$ cat config.mk
export PLATFORM = sky130hd
export DESIGN_NAME = spi_master
export DESIGN_NICKNAME = d
export VERILOG_FILES = /design/src/rtl/spi_master.sv
export SDC_FILE = /design/constraint.sdc
export NUM_CORES = 1
export LEC_CHECK = 0
export BUFFER_PORTS_ARGS = -buffer_cell sky130_fd_sc_hd__buf_2
export CORE_ASPECT_RATIO = 0.5
export CORE_MARGIN = 5
export CORE_UTILIZATION = 55
export CTS_CLUSTER_SIZE = 14
export DETAILED_ROUTE_END_ITERATION = 6
export PLACE_DENSITY = 0.79
export SLEW_MARGIN = 40
export SYNTH_ARGS = -nofsm -noshare
export SYNTH_HDL_FRONTEND = slang
export SYNTH_SLANG_ARGS = --single-unit
$ cat constraint.sdc
create_clock -name clk -period 8.6 [get_ports clk]
set_input_delay 2.58 -clock clk [delete_from_list [all_inputs] [get_ports clk]]
set_output_delay 2.58 -clock clk [all_outputs]
set_load 0.02 [all_outputs]
$ cat src/rtl/spi_master.sv
// Mode-0 SPI master: one WIDTH-bit frame per start, MSB first.
// sck half-period is CLKDIV clk cycles; rx word lands on rxData at frame end.
module spi_master #(
  parameter int CLKDIV = 4,
  parameter int WIDTH  = 32
) (
  input  logic             clk,
  input  logic             reset,
  input  logic             start,
  input  logic [WIDTH-1:0] txData,
  input  logic             sdi,
  output logic             sck,
  output logic             sdo,
  output logic             busy,
  output logic             done,
  output logic [WIDTH-1:0] rxData
);

  localparam int EW = $clog2(2 * WIDTH + 1);

  localparam logic [7:0]    DIV_LAST  = 8'(CLKDIV - 1);
  localparam logic [EW-1:0] EDGE_LAST = EW'(2 * WIDTH - 1);
  localparam logic [EW-1:0] EDGE_ONE  = EW'(1);

  typedef enum logic [1:0] {
    IDLE,
    SHIFT,
    DONE
  } state_t;

  state_t           state;
  logic [7:0]       div_cnt;
  logic [EW-1:0]    edge_cnt;
  logic [WIDTH-1:0] tx_sr;
  logic [WIDTH-1:0] rx_sr;

  logic tick;
  logic final_fall;

  // A toggle is due when the divider has spanned a full half-period.
  always_comb begin
    tick       = (state == SHIFT) && (div_cnt == DIV_LAST);
    final_fall = tick && sck && (edge_cnt == EDGE_LAST);
  end

  // Frame sequencer: owns every register and output of the block.
  always_ff @(posedge clk or posedge reset) begin
    if (reset) begin
      state    <= IDLE;
      div_cnt  <= '0;
      edge_cnt <= '0;
      tx_sr    <= '0;
      rx_sr    <= '0;
      sck      <= 1'b0;
      sdo      <= 1'b0;
      busy     <= 1'b0;
      done     <= 1'b0;
      rxData   <= '0;
    end else begin
      unique case (state)
        IDLE: begin
          sck  <= 1'b0;
          done <= 1'b0;
          if (start) begin
            state    <= SHIFT;
            tx_sr    <= txData;
            sdo      <= txData[WIDTH-1];
            div_cnt  <= '0;
            edge_cnt <= '0;
            busy     <= 1'b1;
          end
        end

        SHIFT: begin
          if (!tick) begin
            div_cnt <= div_cnt + 8'd1;
          end else begin
            div_cnt  <= '0;
            edge_cnt <= edge_cnt + EDGE_ONE;
            if (!sck) begin
              sck   <= 1'b1;
              rx_sr <= {rx_sr[WIDTH-2:0], sdi};
            end else if (final_fall) begin
              sck    <= 1'b0;
              sdo    <= 1'b0;
              rxData <= rx_sr;
              busy   <= 1'b0;
              done   <= 1'b1;
              state  <= DONE;
            end else begin
              sck   <= 1'b0;
              tx_sr <= {tx_sr[WIDTH-2:0], 1'b0};
              sdo   <= tx_sr[WIDTH-2];
            end
          end
        end

        DONE: begin
          done  <= 1'b0;
          state <= IDLE;
        end

        default: begin
          state <= IDLE;
          sck   <= 1'b0;
          busy  <= 1'b0;
          done  <= 1'b0;
        end
      endcase
    end
  end

endmodule

==> Word-level counts from Yosys, hierarchy flattened <==
Index checks and enable logic that the tools add are counted.
{ "classes": {"add_sub_neg": 2, "n_eq_ne": 9, "muxes": 33, "n_bitwise": 2, "reduce_logical": 15} }
{ "op_table": {"columns": ["op", "n"], "rows": [
  ["two-way mux 31 bit", 4],
  ["one-hot mux 31 bit (2 select lines)", 1],
  ["two-way mux 8 bit", 2],
  ["one-hot mux 8 bit (2 select lines)", 1],
  ["two-way mux 1 bit", 14],
  ["two-way mux 7 bit", 2],
  ["one-hot mux 7 bit (2 select lines)", 1],
  ["AND reduction 4 bit", 3],
  ["inequality test 2 bit (second input constant)", 5],
  ["AND reduction 5 bit", 2],
  ["AND reduction 3 bit", 3],
  ["adder 8 x 1 -> 8 bit (second input constant)", 1],
  ["equality test 8 x 2 -> 1 bit (second input constant)", 1],
  ["two-way mux 2 bit", 4],
  ["adder 7 x 1 -> 7 bit (second input constant)", 1],
  ["equality test 7 x 6 -> 1 bit (second input constant)", 1],
  ["one-hot mux 1 bit (2 select lines)", 2],
  ["one-hot mux 2 bit (2 select lines)", 1],
  ["AND reduction 2 bit", 2],
  ["logical AND 1 bit", 3],
  ["one-hot mux 1 bit (3 select lines)", 1],
  ["equality test 2 x 1 -> 1 bit (second input constant)", 1],
  ["equality test 2 bit (second input constant)", 1],
  ["logical NOT 2 bit", 1],
  ["other kinds (2)", 3]
]} }
{ "totals": {"reg_bits": 116, "inputBits": 36} }

==> Longest topological paths before layout <==
{ "depth": {"ltp_word": 8, "depth_mapped": 7} }

==> Worst setup path before layout <==
OpenSTA, ideal clock, no wires.
{ "synth_path": {"path_kind": "input to register", "start": "input start", "end": "register tx_sr[1]", "setup_time_ns": 0.125, "arrival_ns": 3.484, "required_ns": 8.475, "path_slack_ns": 4.991, "path_stages": 4, "path_buffers": 1, "path_cell_list": "nand2_1 -> a2bb2oi_2 -> buf_2 -> mux2_2"} }
{ "synth_via": {"elab_chain_cells": 2} }
{ "synth_rtl": {"columns": ["element", "line_no", "source"], "rows": [
  ["start, declared", "9", "input logic start,"],
  ["inequality test 2 bit (no line)", null, null],
  ["AND reduction 5 bit (no line)", null, null],
  ["end signal, assigned", "66", "tx_sr <= txData;"],
  ["end signal, assigned", "92", "tx_sr <= {tx_sr[WIDTH-2:0], 1'b0};"],
  ["end, declared", "34", "logic [WIDTH-1:0] tx_sr;"]
]} }
Every way passes these cells.
A chain may end at the register's enable or synchronous reset.

==> Worst setup path in the final report <==
{ "layout_path": {"start": "input start", "end": "register tx_sr[22]"} }
The elaborated chain is that of the path after synthesis.

==> run metrics <==
status finished, final reports clean; Mapped Cells 412; DRC 0; FMAX 249 MHz; global-route wire length before repair 16,700 µm; dpl hpwl 5910 µm; Site Rows 24; core area 8890 µm²; Hold Path End done; Sink Count 116; final WL 9600 µm; final core occ 69.5%; Crit. End Element flip-flop; antenna violations before repair 0; Final ANT Viol Nets 0; Post-CTS Setup Inserts 0; via count 3,229; maximum fanout along the worst path 18; post_cts resized 0; CP Buf/Inv Count 2; GRT overflow 0; R2R Path End tx_sr[22]; overall power 1290 µW; H-tree depth 4; max incr delay on CP 0.66 ns; syn_area_per_cell 12.4 µm²; Inserted Diodes 0; sequential area share after synthesis 56.8%; TritonCTS Buffers 17; top cell type's share of synthesized area 56.8%; crit-path leading delay family compound AO/OA/AOI/OAI gates; Layout Cells excl Fill 617; wire length per cell 15.6 µm; CP Cell Sequence buf_2 -> nand2_1 -> a2bb2oi_2 -> buf_4 -> mux2_2; Post-synth top flop dfrtp_1; Hold Startpoint done; Clock Latency Late Sink 0.41 ns; RR Startpoint div_cnt[1]; Yosys warnings 0; Initial Utilization 57.5%; post-synthesis net count 450; arrival time worst endpoint 4.29 ns; Setup CP Type input port to flip-flop; CTS tree yes; Final Hold Vio Count 0; Worst Hold Path Cells 2; layout cells sized above 1 42.4%; Slew Limit Fails 0; synthesized area 5110 µm²; die area 11,400 µm²; FF-to-FF path depth 6; leading post-synthesis cells by cell area dfrtp_1, mux2_2, mux2_4; Synth cell types 45; cell area power density 209 nW/µm²; port buffer count 71; gp weighted congestion 0.796; Die Height 78.2 µm; vias in the first global route 3,348; clock buffer depth 2; max cap viols 0; data required time of the worst path 8.88 ns; pin count of the biggest net entering global routing 76; GRT Total Usage 18.3%; drt via density 5.23; EDFF count, synth 0; crit path launch type input port; Worst-path clk slew 0.05 ns; Top Ports 72; RSZ-0062 raised after global routing no; worst reg-to-reg setup slack 5.71 ns; Clock Tree Root clkbuf_16; Setup Skew 0.0117 ns; Async SR Flop Fraction 100%; Peak VDD IR 158 µV; Final period util 46.6%; # setup viols final 0; Slew HR 48.4%; Hold Buf Count CTS 0; FF+latch area 2900 µm²; Die Width 146 µm; initial DRC count 190; leakage power 0.00334 µW; slowest cell on the critical path a2bb2oi_2; Post-layout nets 525; drt first pass iters 5; TNS Setup 0 ns; Hold WC Path Type flip-flop to flip-flop; placed insts 585; #FFs+latches synth 116; Multi-input gate area 2080 µm²; Synth area leader dfrtp_1; area delta synth->final 20.8%; fill count 634; Slew @ Worst Pin 0.773 ns; fin crit period 4.01 ns
registers in the layout, indices dropped and copies added, names as in the netlist:
register,cells
rxData,32
rx_sr,32
tx_sr,31
div_cnt,8
edge_cnt,7
state,2
busy,1
done,1
sck,1
sdo,1
layout make-up:
type | count | area share [%]
timing repair buffer | 76 | 6.54
sequential | 116 | 47.0
inverter | 5 | 0.344
clock inverter | 11 | 2.41
tap | 117 | 2.37
multi-input combinational | 271 | 33.7
clock buffer | 21 | 7.62
logic make-up (layout without fill, tap and decap cells):
kind of cell,count (synthesis),after routing,synth area share (%)
XOR/XNOR,7,7,1.20
buffers and inverters,25,113,2.76
adder cells (fa/ha/maj),2,2,0.489
AND/OR/NAND/NOR,144,144,12.6
multiplexers,98,98,23.6
flip-flops,116,116,56.8
AO/OA/AOI/OAI,20,20,2.57
Yosys cell counts (2+ instances only):
library cell / n
nor2_1: 11
nor4_1: 2
inv_1: 5
o21ai_0: 5
nand2_1: 100
nand3_1: 8
mux2_2: 67
buf_2: 5
or2_2: 2
buf_1: 4
clkbuf_1: 4
buf_6: 4
or4_1: 2
buf_4: 3
nand4_1: 4
xnor2_1: 5
dfrtp_1: 116
xor2_1: 2
a21oi_1: 5
and3_1: 2
ha_1: 2
mux2_4: 28
or3_1: 2
mux2i_1: 3
per-stage QoR:
step | instance area [µm²] | worst slack [ns] | hold slack, ns
final | 6180 | 4.59 | 0.469
after global routing | 6180 | 4.47 | 0.507
after CTS | 6180 | 4.60 | 0.472
after detailed placement | 5560 | 4.16 | 0.460
after global placement | 5540 | 4.24 | 0.457
after floorplan | 5110 | 2.95 | 0.478
worst max-delay path by stage:
stage / start / to / slack, ns / cells past startpoint
floorplan: reset / busy / 2.95 / 1
global placement: start / tx_sr[17] / 4.24 / 5
detailed placement: start / tx_sr[24] / 4.16 / 5
CTS: start / tx_sr[20] / 4.60 / 5
global route: start / tx_sr[22] / 4.47 / 5
finish: start / tx_sr[22] / 4.59 / 5
layout by cell type, fill, tap and decap left out, drive strengths merged, types with 2 or more instances in the layout:
cell type  count
xnor2          5
nor2          11
a2bb2oi        2
clkinvlp       6
buf           76
nor3           2
ha             2
or4            2
nor4           2
mux2i          3
a21oi          5
mux2          95
clkbuf        21
bufinv         3
inv            6
xor2           2
nand4          4
o21ai          6
or3            2
nand2        100
or2            3
and3           2
dfrtp        116
nand3          9
where the power goes:
part           total [µW]  leakage (µW)  internal (µW)  switching, µW
Clock                 723      0.000284            478            245
Combinational        18.7       0.00151           6.19           12.5
Sequential            546       0.00154            546              0
tightest hold or removal path, stage by stage, from the launching register on:
cell and delay, ns:
dfrtp_1 0.33, nand2_1 0.05, nand2_1 0.06
routing by layer:
layer,part of all wire (%),vias up,global-route usage (%)
li1,-,1562,-
met1,48,1594,24.1
met2,46,61,28.7
met3,4.3,12,5.41
met4,1.5,0,8.26
met5,0,-,0
Note: power is estimated with default switching activity, not from simulation.
